===== config.mk =====
export PLATFORM = sky130hd
export DESIGN_NAME = gmii_rx_framer_flat
export DESIGN_NICKNAME = d
export VERILOG_FILES = /design/src/rtl/eth_pkg.sv /design/src/rtl/gmii_rx_framer_if.sv /design/src/rtl/crc32_d8.sv /design/src/rtl/gmii_rx_framer.sv /design/src/flat_wrapper.sv
export SDC_FILE = /design/constraint.sdc
export NUM_CORES = 1
export LEC_CHECK = 0
export BUFFER_PORTS_ARGS = -buffer_cell sky130_fd_sc_hd__buf_2
export CAP_MARGIN = 5
export CORE_MARGIN = 2
export CORE_UTILIZATION = 57
export CTS_CLUSTER_SIZE = 40
export DETAILED_ROUTE_END_ITERATION = 10
export GPL_TIMING_DRIVEN = 0
export PLACE_DENSITY = 0.84
export SYNTH_ARGS = -nofsm -noshare
export SYNTH_HDL_FRONTEND = slang
export SYNTH_HIERARCHICAL = 1
export SYNTH_SLANG_ARGS = --single-unit

===== constraint.sdc =====
create_clock -name CLOCK -period 3.1 [get_ports CLOCK]
set_input_delay 0.31 -clock CLOCK [delete_from_list [all_inputs] [get_ports CLOCK]]
set_output_delay 0.31 -clock CLOCK [all_outputs]
set_load 0.005 [all_outputs]

===== src/rtl/eth_pkg.sv =====
// -----------------------------------------------------------------------------
// eth_pkg
// Shared Ethernet receive constants, the framer state type and the default
// frame-length limits used by gmii_rx_framer and crc32_d8.
// No ports (package).
// -----------------------------------------------------------------------------
package eth_pkg;

    localparam logic [7:0]  ETH_PREAMBLE  = 8'h55;
    localparam logic [7:0]  ETH_SFD       = 8'hD5;
    localparam logic [31:0] CRC32_POLY    = 32'h04C11DB7;
    // Good-frame residue expressed MSB-first; the LSB-first CRC register holds
    // the bit-reversed form of this value after a correct FCS.
    localparam logic [31:0] CRC32_RESIDUE = 32'hC704DD7B;

    localparam int MIN_FRAME_DEF = 64;
    localparam int MAX_FRAME_DEF = 1518;

    typedef enum logic [1:0] {
        ST_IDLE,
        ST_PREAMBLE,
        ST_DATA,
        ST_DROP
    } framer_state_t;

    function automatic logic [31:0] reflect32(input logic [31:0] v);
        logic [31:0] r;
        for (int i = 0; i < 32; i++) begin
            r[i] = v[31 - i];
        end
        return r;
    endfunction

endpackage


===== src/rtl/gmii_rx_framer_if.sv =====
// -----------------------------------------------------------------------------
// gmii_rx_framer_if
// Bundles the GMII receive inputs and the framed byte-stream / status outputs
// of gmii_rx_framer.
//   rx_dv, rx_er, rxd           : GMII receive side (into the framer)
//   newpkt, dataValid, data     : framed byte stream (out of the framer)
//   pkt_end, pkt_err            : end-of-frame strobe and its error qualifier
//   frames_ok, frames_err       : wrapping good/bad frame counters
// modport master : the framer (drives the stream and counters)
// modport slave  : the environment (drives GMII, consumes the stream)
// -----------------------------------------------------------------------------
interface gmii_rx_framer_if;

    logic        rx_dv;
    logic        rx_er;
    logic [7:0]  rxd;
    logic        newpkt;
    logic        dataValid;
    logic [7:0]  data;
    logic        pkt_end;
    logic        pkt_err;
    logic [15:0] frames_ok;
    logic [15:0] frames_err;

    modport master (
        input  rx_dv, rx_er, rxd,
        output newpkt, dataValid, data, pkt_end, pkt_err, frames_ok, frames_err
    );

    modport slave (
        output rx_dv, rx_er, rxd,
        input  newpkt, dataValid, data, pkt_end, pkt_err, frames_ok, frames_err
    );

endinterface


===== src/rtl/crc32_d8.sv =====
// -----------------------------------------------------------------------------
// crc32_d8
// Byte-wide Ethernet CRC-32 step (LSB-first, reflected polynomial, register
// preset to all ones, no final inversion).
//   clk, rst_n : clock, asynchronous active-low reset
//   clear      : preset the register to 32'hFFFFFFFF (wins over enable)
//   enable     : fold din into the register
//   din        : data byte
//   crc        : current register value
// -----------------------------------------------------------------------------
module crc32_d8
    import eth_pkg::*;
(
    input  logic        clk,
    input  logic        rst_n,
    input  logic        clear,
    input  logic        enable,
    input  logic [7:0]  din,
    output logic [31:0] crc
);

    localparam logic [31:0] POLY_REFL = reflect32(CRC32_POLY);

    logic [31:0] crc_q;
    logic [31:0] crc_d;
    logic [31:0] step;

    always_comb begin
        step = crc_q ^ {24'd0, din};
        for (int i = 0; i < 8; i++) begin
            step = step[0] ? ((step >> 1) ^ POLY_REFL) : (step >> 1);
        end
        crc_d = crc_q;
        if (clear) begin
            crc_d = '1;
        end else if (enable) begin
            crc_d = step;
        end
    end

    always_ff @(posedge clk or negedge rst_n) begin
        if (!rst_n) begin
            crc_q <= '1;
        end else begin
            crc_q <= crc_d;
        end
    end

    assign crc = crc_q;

endmodule


===== src/rtl/gmii_rx_framer.sv =====
// -----------------------------------------------------------------------------
// gmii_rx_framer
// Turns a raw GMII receive stream into the newpkt/dataValid/data byte stream:
// strips preamble and SFD, withholds the 4-byte FCS through a 4-deep delay
// pipe, flags runt / oversize / rx_er frames and counts good and bad frames.
//   CLOCK    : system clock, one GMII byte per cycle
//   RESET_N  : asynchronous active-low reset
//   bus      : gmii_rx_framer_if.master (GMII in, stream + status out)
// Parameters: MAX_FRAME / MIN_FRAME, frame length limits DA..FCS inclusive.
// Optional feature macro GMII_RX_FCS_CHECK_EN: when defined, a CRC-32 checks
// the FCS and a bad residue marks the frame as errored.
// -----------------------------------------------------------------------------
module gmii_rx_framer
    import eth_pkg::*;
#(
    parameter int MAX_FRAME = MAX_FRAME_DEF,
    parameter int MIN_FRAME = MIN_FRAME_DEF
) (
    input  logic             CLOCK,
    input  logic             RESET_N,
    gmii_rx_framer_if.master bus
);

    framer_state_t   state_q,      state_d;
    logic [3:0][7:0] pipe_q,       pipe_d;
    logic [2:0]      fill_q,       fill_d;
    logic [10:0]     length_q,     length_d;
    logic            err_q,        err_d;
    logic            framed_q,     framed_d;
    logic            newpkt_q,     newpkt_d;
    logic            dv_q,         dv_d;
    logic [7:0]      data_q,       data_d;
    logic            pkt_end_q,    pkt_end_d;
    logic            pkt_err_q,    pkt_err_d;
    logic [15:0]     frames_ok_q,  frames_ok_d;
    logic [15:0]     frames_err_q, frames_err_d;

    logic start_sfd;
    logic over_max;
    logic byte_acc;
    logic runt;
    logic crc_bad;
    logic frame_bad;

    always_comb begin
        start_sfd = bus.rx_dv && (bus.rxd == ETH_SFD) &&
                    ((state_q == ST_IDLE) || (state_q == ST_PREAMBLE));
        // The incoming byte would push the frame past MAX_FRAME.
        over_max  = ({1'b0, length_q} + 12'd1) > 12'(MAX_FRAME);
        byte_acc  = (state_q == ST_DATA) && bus.rx_dv && !over_max;
        runt      = 32'(length_q) < MIN_FRAME;
        frame_bad = err_q || runt || crc_bad;
    end

`ifdef GMII_RX_FCS_CHECK_EN
    logic [31:0] crc;

    crc32_d8 u_crc (
        .clk    (CLOCK),
        .rst_n  (RESET_N),
        .clear  (start_sfd),
        .enable (byte_acc),
        .din    (bus.rxd),
        .crc    (crc)
    );

    assign crc_bad = (reflect32(crc) != CRC32_RESIDUE);
`else
    assign crc_bad = 1'b0;
`endif

    always_comb begin
        state_d      = state_q;
        pipe_d       = pipe_q;
        fill_d       = fill_q;
        length_d     = length_q;
        err_d        = err_q;
        framed_d     = framed_q;
        newpkt_d     = 1'b0;
        dv_d         = 1'b0;
        data_d       = data_q;
        pkt_end_d    = 1'b0;
        pkt_err_d    = 1'b0;
        frames_ok_d  = frames_ok_q;
        frames_err_d = frames_err_q;

        case (state_q)
            ST_IDLE, ST_PREAMBLE: begin
                if (start_sfd) begin
                    state_d  = ST_DATA;
                    newpkt_d = 1'b1;
                    fill_d   = 3'd0;
                    length_d = 11'd0;
                    err_d    = 1'b0;
                    framed_d = 1'b1;
                end else if (bus.rx_dv && (bus.rxd == ETH_PREAMBLE)) begin
                    state_d = ST_PREAMBLE;
                end else if (bus.rx_dv) begin
                    state_d  = ST_DROP;
                    framed_d = 1'b0;
                end else begin
                    state_d = ST_IDLE;
                end
            end

            ST_DATA: begin
                if (byte_acc) begin
                    length_d = (&length_q) ? length_q : (length_q + 11'd1);
                    pipe_d   = {pipe_q[2:0], bus.rxd};
                    if (bus.rx_er) begin
                        err_d = 1'b1;
                    end
                    // Only bytes that have been followed by four more leave
                    // the pipe; whatever is left at rx_dv fall is the FCS.
                    if (fill_q == 3'd4) begin
                        dv_d   = 1'b1;
                        data_d = pipe_q[3];
                    end else begin
                        fill_d = fill_q + 3'd1;
                    end
                end else if (bus.rx_dv) begin
                    err_d   = 1'b1;
                    state_d = ST_DROP;
                end else begin
                    state_d   = ST_IDLE;
                    framed_d  = 1'b0;
                    pkt_end_d = 1'b1;
                    pkt_err_d = frame_bad;
                    if (frame_bad) begin
                        frames_err_d = frames_err_q + 16'd1;
                    end else begin
                        frames_ok_d = frames_ok_q + 16'd1;
                    end
                end
            end

            ST_DROP: begin
                if (!bus.rx_dv) begin
                    state_d  = ST_IDLE;
                    framed_d = 1'b0;
                    // Only a frame that already announced newpkt gets closed.
                    if (framed_q) begin
                        pkt_end_d    = 1'b1;
                        pkt_err_d    = 1'b1;
                        frames_err_d = frames_err_q + 16'd1;
                    end
                end
            end

            default: begin
                state_d = ST_IDLE;
            end
        endcase
    end

    always_ff @(posedge CLOCK or negedge RESET_N) begin
        if (!RESET_N) begin
            state_q      <= ST_IDLE;
            pipe_q       <= '0;
            fill_q       <= '0;
            length_q     <= '0;
            err_q        <= 1'b0;
            framed_q     <= 1'b0;
            newpkt_q     <= 1'b0;
            dv_q         <= 1'b0;
            data_q       <= '0;
            pkt_end_q    <= 1'b0;
            pkt_err_q    <= 1'b0;
            frames_ok_q  <= '0;
            frames_err_q <= '0;
        end else begin
            state_q      <= state_d;
            pipe_q       <= pipe_d;
            fill_q       <= fill_d;
            length_q     <= length_d;
            err_q        <= err_d;
            framed_q     <= framed_d;
            newpkt_q     <= newpkt_d;
            dv_q         <= dv_d;
            data_q       <= data_d;
            pkt_end_q    <= pkt_end_d;
            pkt_err_q    <= pkt_err_d;
            frames_ok_q  <= frames_ok_d;
            frames_err_q <= frames_err_d;
        end
    end

    assign bus.newpkt     = newpkt_q;
    assign bus.dataValid  = dv_q;
    assign bus.data       = data_q;
    assign bus.pkt_end    = pkt_end_q;
    assign bus.pkt_err    = pkt_err_q;
    assign bus.frames_ok  = frames_ok_q;
    assign bus.frames_err = frames_err_q;

endmodule


===== src/flat_wrapper.sv =====
// flat-port wrapper written by rule: the top's interface ports become plain ports
module gmii_rx_framer_flat import eth_pkg::*;
#(
    parameter int MAX_FRAME = MAX_FRAME_DEF,
    parameter int MIN_FRAME = MIN_FRAME_DEF
)
  (CLOCK, RESET_N, bus_rx_dv, bus_rx_er, bus_rxd, bus_newpkt, bus_dataValid, bus_data, bus_pkt_end, bus_pkt_err, bus_frames_ok, bus_frames_err);
  gmii_rx_framer_if bus_i ();
  input  logic CLOCK;
  input  logic RESET_N;
  input wire logic [$bits(bus_i.rx_dv)-1:0] bus_rx_dv;
  input wire logic [$bits(bus_i.rx_er)-1:0] bus_rx_er;
  input wire logic [$bits(bus_i.rxd)-1:0] bus_rxd;
  output wire logic [$bits(bus_i.newpkt)-1:0] bus_newpkt;
  output wire logic [$bits(bus_i.dataValid)-1:0] bus_dataValid;
  output wire logic [$bits(bus_i.data)-1:0] bus_data;
  output wire logic [$bits(bus_i.pkt_end)-1:0] bus_pkt_end;
  output wire logic [$bits(bus_i.pkt_err)-1:0] bus_pkt_err;
  output wire logic [$bits(bus_i.frames_ok)-1:0] bus_frames_ok;
  output wire logic [$bits(bus_i.frames_err)-1:0] bus_frames_err;
  assign bus_i.rx_dv = bus_rx_dv;
  assign bus_i.rx_er = bus_rx_er;
  assign bus_i.rxd = bus_rxd;
  assign bus_newpkt = bus_i.newpkt;
  assign bus_dataValid = bus_i.dataValid;
  assign bus_data = bus_i.data;
  assign bus_pkt_end = bus_i.pkt_end;
  assign bus_pkt_err = bus_i.pkt_err;
  assign bus_frames_ok = bus_i.frames_ok;
  assign bus_frames_err = bus_i.frames_err;
  gmii_rx_framer #(.MAX_FRAME(MAX_FRAME), .MIN_FRAME(MIN_FRAME)) u_core (.CLOCK(CLOCK), .RESET_N(RESET_N), .bus(bus_i));
endmodule

; ---- After elaboration in Yosys (flattened, before gate mapping)
; Index checks and enable logic that the tools add are counted.
[totals]
ff_bits = 94
inputBits = 12
out_inout_bits = 44
wordCells = 111
[classes]
add_sub_neg = 5
order_cmp = 2
eq_ne = 19
muxes = 44
n_bitwise = 3
reduce_logical = 22
[op_table]
columns = operator, n
row1 = $mux 16, 5
row2 = $mux 11, 3
row3 = $add 16x1->16 const B, 2
row4 = $pmux 16 s2, 1
row5 = $pmux 11 s2, 1
row6 = $mux 1, 20
row7 = $reduce_and 4->1, 4
row8 = $add 11x1->12 const B, 1
row9 = $gt 12x11->1 const B, 1
row10 = $add 11x1->11 const B, 1
row11 = $lt 11x7->1 const B, 1
row12 = $reduce_and 11->1, 1
row13 = $mux 2, 5
row14 = $ne 2x2->1 const B, 5
row15 = $mux 3, 3
row16 = $ne 3x2->1 const B, 3
row17 = $eq 8x7->1 const B, 1
row18 = $eq 8x8->1 const B, 1
row19 = $ne 2x1->1 const B, 4
row20 = $pmux 1 s2, 3
row21 = $pmux 2 s3, 1
row22 = $pmux 3 s2, 1
row23 = $reduce_and 3->1, 2
row24 = $reduce_and 6->1, 1
row25 = 14 further kinds, 24

; ---- Longest topological paths before layout
; Gate-level depths: netlist (run 1).
[logic_depth]
depth_word = 6
mapped_depth = 10
depth_no_buf = 9

; ---- Least setup slack after synthesis (run 1)
; Ideal clock, no wire load.
[synth_timing]
path_kind = register to register
startpoint = register u_core.length_q[0]
endpoint = register u_core.data_q[0] (netlist: u_core/bus.data[0])
setup_time_ns = 0.125
arrival_time_ns = 2.359
t_required_ns = 2.975
setup_slack_ns = 0.616
path_stages_with_launch = 11
n_path_buf = 2
period_less_slack_ns = 2.484
cell_sequence = dfrtp_1 ha_1 buf_2 and3b_1 o221ai_1 a22oi_1 o2111ai_1 a21o_4 and3_4 buf_8 mux2_4
[synth_between]
elab_chain_len = 5
[synth_lines]
columns = item, line
row1 = start: declaration, gmii_rx_framer.sv:27  ; logic [10:0] length_q, length_d;
row2 = start signal: assignment, gmii_rx_framer.sv:175  ; length_q <= length_d;
row3 = $add 11x1->12, gmii_rx_framer.sv:49  ; over_max = ({1'b0, length_q} + 12'd1) > 12'(MAX_FRAME);
row4 = $gt 12x11->1, gmii_rx_framer.sv:49
row5 = $logic_not 1->1, gmii_rx_framer.sv:50  ; byte_acc = (state_q == ST_DATA) && bus.rx_dv && !over_max;
row6 = $logic_and 1x1->1, gmii_rx_framer.sv:50
row7 = $reduce_and 3->1 (no source line), n/a
row8 = end signal: assignment, gmii_rx_framer.sv:180  ; data_q <= data_d;
row9 = end: declaration, gmii_rx_framer.sv:32  ; logic [7:0] data_q, data_d;
; Every way passes these cells.
; A chain may end at the register's enable or synchronous reset.

; ---- Worst setup path after layout (run 1)
[layout_timing]
startpoint = register u_core.length_q[0]
endpoint = register u_core.length_q[4]
[layout_between]
elab_chain_len = 6
word_cells_on_any_way = 12
classes_between = 2 x add/sub / 1 x order compare / 2 x eq/ne / 3 x mux / 4 x reduce/logical
[layout_lines]
columns = item, line
row1 = $add 11x1->12, gmii_rx_framer.sv:49
row2 = $gt 12x11->1, gmii_rx_framer.sv:49
row3 = $logic_not 1->1, gmii_rx_framer.sv:50
row4 = $logic_and 1x1->1, gmii_rx_framer.sv:50
row5 = $ne 2x1->1 (no source line), n/a
row6 = $reduce_and 4->1 (no source line), n/a
; Parallel ways exist; a longest one is shown, timed or not. The select of a mux whose other input is x is not followed.

==> flow_summary.ini, run 1 <==
[drt]
detail-route-antenna-nets = 0
drcViolationCount = 0
maxUsedRoutingLayer = met4
wl_met2_um = 3940
drt_iter0_drc = 135
viasPerCell = 5.56
routed-wl-met3_um = 325
vias = 2969
drtPass1Iterations = 4
wl_met1_um = 3740
routed_wl_um = 8160
routedWlPerCell_um = 15.3

[worst_setup_path]
cp_slowest_cell = dfrtp_1
r2r_end = u_core/length_q[4]
critPathKind = flip-flop to flip-flop
arrival_ns = 3.01
startpoint_type = flip-flop
cp.required_ns = 3.34
regToRegStartpoint = u_core/length_q[0]
cp_max_fo = 10
ff2ff_path_depth = 10
rrSetupSlack_ns = 0.33
slowest_delay_ns = 0.46
crit_top_cell = buf_2
path_cells = ha_1 > buf_2 > and3b_1 > o221ai_1 > a22oi_1 > o2111ai_1 > a21oi_1 > buf_2 > nor2_1 > a211o_1
end_kind = flip-flop

[grt]
grt_max_degree = 77
grt_overflow = 0
grt_pass1_vias = 3068
grt_pass1_wl_um = 14200
antenna_found_initial = 0
track_usage_pct = 21.3

[logic_synthesis]
synth_top_family_by_area = simple AND/OR/NAND/NOR gates
synth.most_common_cell = dfrtp_1
synth-simple-area-share_pct = 14.1
synthTopCellsByArea = dfrtp_1, mux2_2, xnor2_1
synth.distinct_cells = 60
synth_area_um2 = 4310
yosys_most_used_dff = dfrtp_1
synth_xor_area_share_pct = 6.09
synth_mux_area_share_pct = 11.6
yosysWarnings = 6
synth_top_area_share_pct = 54.6
avgSynthCellArea_um2 = 11.9
synthArstFlopShare_pct = 100
synthAdderAreaFrac_pct = 1.74
synth_compound_area_share_pct = 8.30
synth_commonest_cells = dfrtp_1, mux2_2, nand2_1
syn_inst = 362
seq_area_frac_synth_pct = 54.6
ys_ff_latch = 94
postSynthNetCount = 380
synth-edff-count = 0
yosys.area.top_type = dfrtp_1

[cts]
path_clk_slew_ns = 0.10
worstSkewPairLatency_ns = 0.36
numCtsBuffers = 9
root_buffer = clkbuf_8
cts_setup_buffers = 0
post_cts_resized = 0
hold_buffers = 1
clock_path_buffers = 2
cts_sinks = 94
cts_tree = built
htree_levels = 3

[placed_design]
port_buffers = 55
gp_congestion = 0.826
pre_cts_ws_ns = 0.348
place_area_um2 = 4740
post-dp-hpwl_um = 5750

[run]
drv_cap = 0

[min_path]
hold_class = input pin to flip-flop
min_to = u_core/pipe_q[2]
min_path_cells = 2
worstHoldStart = bus_rxd[2]

[floorplanning]
die_h_um = 91.0
start_util_pct = 59.1
rows = 31
ios = 56
dieArea_um2 = 8280
fp.dieW_um = 91.0
fp.coreArea_um2 = 7290

[final_layout]
antenna_cells = 0
area_growth_pct = 15.1
drive_gt1_share_pct = 31.0
nets = 448
fin_area_um2 = 4960
fill_cells = 559

[sta]
max_freq_mhz = 360
slew_headroom_pct = 56.6
hold_viol = 0
fin_ws_ns = 0.326
fin_setup_tns_ns = 0
grt_setup_unrepaired = false
finalCriticalPeriod_ns = 2.77
timing.hold.ws_ns = 0.198
fin_crit_sh_pct = 89.5
slew_viol_final = 0
skew_ns = 0.0134
worst-slew-pin-transition_ns = 0.650
setup-violations-final = 0

[power_and_ir_drop]
powerDensity_nw_per_um2 = 632
ir_drop_mv = 0.283
leakage_nw = 2.45

[outcome]
status = finished, final reports clean
layout by cell type (no fill, tap or decap), drive strengths merged, types with 2 or more instances in the layout:
cell / count
nor2: 14
o31ai: 2
o211ai: 2
a21oi: 10
xor2: 7
xnor2: 23
or3: 2
nand4: 7
clkbuf: 11
buf: 68
nor3: 5
a211oi: 2
a21o: 3
and3: 13
nand2: 29
nor4: 3
o31a: 2
nand3: 18
o21ai: 15
ha: 6
and4: 3
nand2b: 4
mux2: 41
nor2b: 2
inv: 20
a211o: 3
dfrtp: 94
flip-flops by register name, indices dropped and copies added, names as in the netlist:
name	cells
u_core/pipe_q	32
u_core/bus.frames_err	16
u_core/bus.frames_ok	16
u_core/length_q	11
u_core/bus.data	8
u_core/fill_q	3
u_core/state_q	2
u_core/bus.dataValid	1
u_core/bus.newpkt	1
u_core/bus.pkt_end	1
u_core/bus.pkt_err	1
u_core/err_q	1
u_core/framed_q	1
report_power, final:
group	internal [mW]	switching, mW	leakage (nW)
logic	0.346	0.285	1.13
clock network	0.408	0.438	0.105
registers	1.49	0.177	1.21
per-stage QoR:
stage	power [mW]	instances	utilization (%)
floorplan	2.08	362	-
global placement	2.26	516	64.6
detailed placement	2.32	517	65.0
CTS	3.17	534	68.1
global route	3.32	534	68.1
finish	3.14	534	68.1
cells by family after synthesis:
group                    Yosys count
AND/OR/NAND/NOR                  108
flip-flops                        94
AO/OA/AOI/OAI                     52
multiplexers                      42
XOR/XNOR                          30
buffers and inverters             30
adder cells (fa/ha/maj)            6
critical path, delay by kind of cell, from the launching register on:
family / cells / cell delay, ns
buf+inv: 2 / 0.48
compound gates: 5 / 1.17
flops: 1 / 0.46
simple gates: 2 / 0.34
fa+ha+maj: 1 / 0.23
how the worst max path moves through the flow:
| stage | start | endpoint | slack (ns) | cells past startpoint |
|---|---|---|---|---|
| 6_report | u_core/length_q[0] | u_core/length_q[4] | 0.33 | 10 |
| 5_1_grt | u_core/length_q[0] | u_core/length_q[4] | 0.15 | 10 |
| 4_1_cts | u_core/length_q[0] | u_core/length_q[4] | 0.33 | 10 |
| 3_5_place_dp | u_core/length_q[0] | u_core/length_q[4] | 0.35 | 10 |
| 3_3_place_gp | u_core/length_q[0] | u_core/bus.data[6] | 0.44 | 10 |
| 2_1_floorplan | u_core/length_q[0] | u_core/bus.data[0] | 0.62 | 10 |
metal layers:
| layer | vias to the layer above | track usage (%) |
|---|---|---|
| met3 | 16 | 4.40 |
| li1 | 1410 | - |
| met5 | - | 0 |
| met2 | 74 | 35.0 |
| met1 | 1469 | 27.7 |
| met4 | 0 | 8.59 |
cell type report:
class | instances | area (µm²) | share of cell area (%)
buffer | 13 | 88.8 | 1.79
clock buffer | 10 | 138 | 2.77
clock inverter | 6 | 75.1 | 1.51
inverter | 17 | 63.8 | 1.29
multi-input combinational | 238 | 1810 | 36.4
sequential | 94 | 2350 | 47.4
tap | 99 | 124 | 2.50
timing repair buffer | 57 | 315 | 6.35
Power figures use the tool's default switching activity.
==> run 2, diff against run 1 <==
BUFFER_PORTS_ARGS = not set   (was -buffer_cell sky130_fd_sc_hd__buf_2)
CORE_UTILIZATION = 63   (was 57)
DONT_BUFFER_PORTS = 1   (was not set)
MAX_ROUTING_LAYER = met4   (was not set)
==> flow_summary.ini, run 2 (synthesis gave the netlist of run 1 again) <==
[outcome]
status = finished, final reports clean

[grt]
grtUsageMet2_pct = 35.5
grt_max_degree = 95
grt_overflow = 0
grt_use_met1_pct = 29.6
track_usage_pct = 22.9
grt.busiest_layer = met2
antenna_found_initial = 0
use_met3_pct = 4.48
grt_pass1_vias = 2750
grt_pass1_wl_um = 13000

[drt]
detail-route-antenna-nets = 0
drtPass1Iterations = 4
routedWlPerCell_um = 17.3
drcViolationCount = 0
viasPerCell = 6.16
routed_wl_um = 7940
drt_iter0_drc = 195
vias = 2834

[cts]
clock_path_buffers = 2
numCtsBuffers = 9
cts_tree = built
cts_sinks = 94
htree_levels = 3
worstSkewPairLatency_ns = 0.38
path_clk_slew_ns = 0.11
root_buffer = clkbuf_8

[sta]
grt_setup_unrepaired = false
slew_viol_final = 0
max_freq_mhz = 363
setup-violations-final = 0
skew_ns = 0.0204
slew_headroom_pct = 59.3
fin_ws_ns = 0.343
fin_crit_sh_pct = 88.9
worst-slew-pin-transition_ns = 0.609
finalCriticalPeriod_ns = 2.76
hold_viol = 0
fin_setup_tns_ns = 0

[floorplanning]
start_util_pct = 64.2
die_h_um = 86.7
fp.dieW_um = 86.7
ios = 56
dieArea_um2 = 7520
rows = 30
fp.coreArea_um2 = 6720

[placed_design]
port_buffers = 0
post-dp-hpwl_um = 5300
pre_cts_ws_ns = 0.385
gp_congestion = 0.858
dp.cells = 442
place_area_um2 = 4410

[power_and_ir_drop]
p_sw_share_pct = 30.8
finalPower_mw = 3.03
pwr-share-comb_pct = 18.2
leakage_nw = 2.16
p_sw_mw = 0.934
power.internal_mw = 2.10
p_clk_share_pct = 26.1
p_seq_share_pct = 55.7
powerDensity_nw_per_um2 = 653
ir_drop_mv = 0.305

[worst_setup_path]
startpoint_type = flip-flop
critPathKind = flip-flop to flip-flop
cp_max_fo = 10
end_kind = flip-flop
arrival_ns = 3.02
cp.required_ns = 3.37

[final_layout]
area_growth_pct = 7.63
drive_gt1_share_pct = 21.1
final_cell_mix = dfrtp_1, mux2_2, nand2_1, xnor2_1, nand3_1
layout_commonest_cell = dfrtp_1
fin_area_um2 = 4640
regMostFlops = u_core/pipe_q
nets = 393
antenna_cells = 0
largest_reg_flops = 32
fin_cells = 460

[run]
drv_cap = 0

[min_path]
hold_class = input pin to flip-flop
## run 2: cell types whose count changed in the layout (fill, tap and decap cells not counted), sizes merged
cell and delta:
buf -55, clkbuf -1, bufinv -1, clkinvlp +1, clkinv +1
## run 2: final cells by class
cell class | count | area [µm²]
flip-flops and latches | 94 | 2350
fillers | 452 | 2080
multi-input cells | 238 | 1810
clock buffers | 9 | 124
well taps | 80 | 100
plain buffers | 13 | 88.8
clock inverters | 7 | 67.6
inverters | 17 | 63.8
repair buffers | 2 | 37.5
## run 2: worst max-delay path, cell delays in order (launching register included)
cell and delay, ns:
dfrtp_1 0.46, ha_1 0.17, buf_2 0.21, inv_2 0.11
nor4_1 0.34, a211o_1 0.22, o2111ai_1 0.21, a21oi_1 0.35
buf_2 0.29, nor2_1 0.07, a211o_1 0.23
## run 2: metal layers
metal  routed length (µm)  part of all wire [%]
met5                    0                     0
met1                 3520                    44
met4                  148                   1.9
met2                 3880                    49
met3                  388                   4.9
## run 2: per-stage QoR
step | utilization, % | hold WS [ns]
after floorplan | - | 0.0144
after global placement | 65.7 | 0.0161
after detailed placement | 65.7 | 0.0162
after CTS | 69.1 | 0.0697
after global routing | 69.1 | 0.0643
final | 69.1 | 0.0736
## run 2: what timing repair did
action	in CTS	in global routing
endpoints found under the hold margin	94	0
resized for setup	0	0
hold buffers	2	0
buffers inserted	0	0
## run 2: final timing paths
| kind | start | end | slack (ns) | depth (start not counted) |
|---|---|---|---|---|
| min reg2reg | u_core/bus.frames_ok[15] | u_core/bus.frames_ok[15] | 0.50 | 1 |
| max reg2reg | u_core/length_q[0] | u_core/length_q[4] | 0.34 | 10 |
| min | bus_rxd[1] | u_core/pipe_q[1] | 0.07 | 1 |
| max in group asynchronous | RESET_N | u_core/pipe_q[30] | 2.24 | 2 |
| min in group asynchronous | RESET_N | u_core/bus.frames_err[4] | 0.52 | 2 |
| max | u_core/length_q[0] | u_core/length_q[4] | 0.34 | 10 |
## run 2: power groups by stage
stage	combinational (mW)	clock, mW	sequential [mW]
after detailed placement	0.519	0	1.71
after global placement	0.484	0	1.69
after global routing	0.617	0.850	1.72
after CTS	0.558	0.797	1.69
final	0.553	0.790	1.69
after floorplan	0.436	0	1.65
==> run 3, diff against run 2 <==
GPL_ROUTABILITY_DRIVEN = 0   (was not set)
clock period = 2.9 ns   (was 3.1 ns; I/O delays follow)
==> flow_summary.ini, run 3 (synthesis gave the netlist of run 1 again) <==
[final_layout]
fill_cells = 451
fin_cells = 460
multi_input_area_um2 = 1810
area_growth_pct = 7.66
antenna_cells = 0
final_core_util_pct = 69.1
nets = 393
regMostFlops = u_core/pipe_q
layout_commonest_cell = dfrtp_1
final_cell_mix = dfrtp_1, mux2_2, nand2_1, xnor2_1, nand3_1
regArea_um2 = 2350
drive_gt1_share_pct = 21.3
largest_reg_flops = 32

[worst_setup_path]
ff2ff_path_depth = 10
critPathKind = flip-flop to flip-flop
cp_max_fo = 10
rrSetupSlack_ns = 0.17
end_kind = flip-flop
startpoint_type = flip-flop
r2r_end = u_core/length_q[4]
arrival_ns = 2.99
cp.required_ns = 3.17
regToRegStartpoint = u_core/length_q[1]

[sta]
grt_setup_unrepaired = true
fin_crit_sh_pct = 94.1
hold_viol = 0
timing.hold.ws_ns = 0.0539
finalCriticalPeriod_ns = 2.73
slew_headroom_pct = 59.3
setup-violations-final = 0
slew_viol_final = 0
worst-slew-pin-transition_ns = 0.609
skew_ns = 0.0204
max_freq_mhz = 367
fin_setup_tns_ns = 0

[cts]
htree_levels = 3
clock_path_buffers = 2
cts_tree = built
cts_setup_buffers = 0
cts_sinks = 94
worstSkewPairLatency_ns = 0.38
path_clk_slew_ns = 0.11
root_buffer = clkbuf_8
numCtsBuffers = 9

[drt]
detail-route-antenna-nets = 0
vias = 2817
routedWlPerCell_um = 17.2
drtPass1Iterations = 5
viasPerCell = 6.12
routed_wl_um = 7910
drcViolationCount = 0
drt_iter0_drc = 198

[floorplanning]
dieArea_um2 = 7520
ios = 56
die_h_um = 86.7
fp.dieW_um = 86.7
start_util_pct = 64.2
fp.coreArea_um2 = 6720
rows = 30

[grt]
grt_pass1_wl_um = 13000
track_usage_pct = 22.9
grt_overflow = 0
grt_max_degree = 95
grt_pass1_vias = 2750
antenna_found_initial = 0

[min_path]
hold_class = input pin to flip-flop
min_to = u_core/pipe_q[1]
worstHoldStart = bus_rxd[1]
min_path_cells = 1

[placed_design]
port_buffers = 0
post-dp-hpwl_um = 5300
dp.cells = 442

[power_and_ir_drop]
powerDensity_nw_per_um2 = 698
ir_drop_mv = 0.326
leakage_nw = 2.16

[run]
drv_cap = 0

[outcome]
status = finished, final reports clean
run 3: worst max-delay path by stage:
| stage | start | endpoint |
|---|---|---|
| final | u_core/length_q[1] | u_core/length_q[4] |
| after global routing | u_core/length_q[1] | u_core/length_q[4] |
| after CTS | u_core/length_q[0] | u_core/bus.data[4] |
| after detailed placement | u_core/length_q[0] | u_core/bus.data[5] |
| after global placement | u_core/length_q[0] | u_core/bus.data[2] |
| after floorplan | u_core/length_q[0] | u_core/bus.data[0] |
run 3: final cells by class:
type | instances | area share (%)
inverters | 17 | 1.37
clock inverters | 7 | 1.46
plain buffers | 13 | 1.91
flip-flops and latches | 94 | 50.7
clock buffers | 9 | 2.67
multi-input cells | 238 | 38.9
repair buffers | 2 | 0.809
well taps | 80 | 2.16
run 3: metrics by stage:
stage	worst slack, ns	cell area, µm²	total power [mW]
floorplan	0.416	4310	2.23
global placement	0.231	4410	2.32
detailed placement	0.185	4410	2.38
CTS	0.156	4640	3.25
global route	-0.00318	4640	3.41
finish	0.172	4640	3.24
run 3: timing repair:
action | CTS | global route
hold endpoints to repair | 94 | 0
hold buffers | 2 | 0
endpoints found under the setup margin | 0 | 10
gates resized for setup | 0 | 1
run 3: critical path, cell delays in order (launching register included):
cell and delay, ns:
dfrtp_1 0.44, ha_1 0.17, buf_2 0.21, inv_2 0.10, nor4_1 0.34, a211o_1 0.21
o2111ai_1 0.21, a21oi_1 0.35, buf_2 0.29, nor2_1 0.07, a211o_1 0.22
run 3: report_power, final:
| part | total (mW) | switching, mW | internal, mW |
|---|---|---|---|
| Sequential | 1.81 | 0.217 | 1.59 |
| Clock | 0.843 | 0.512 | 0.332 |
| Combinational | 0.591 | 0.269 | 0.321 |
| Total | 3.24 | 0.998 | 2.24 |
run 3: metal layers:
metal | up-vias | share of wire [%] | GRT usage, %
met5 | - | 0 | -
met4 | 0 | 1.8 | 10.1
met3 | 15 | 4.5 | 4.48
met2 | 73 | 49 | 35.5
met1 | 1430 | 44 | 29.6
li1 | 1299 | - | -
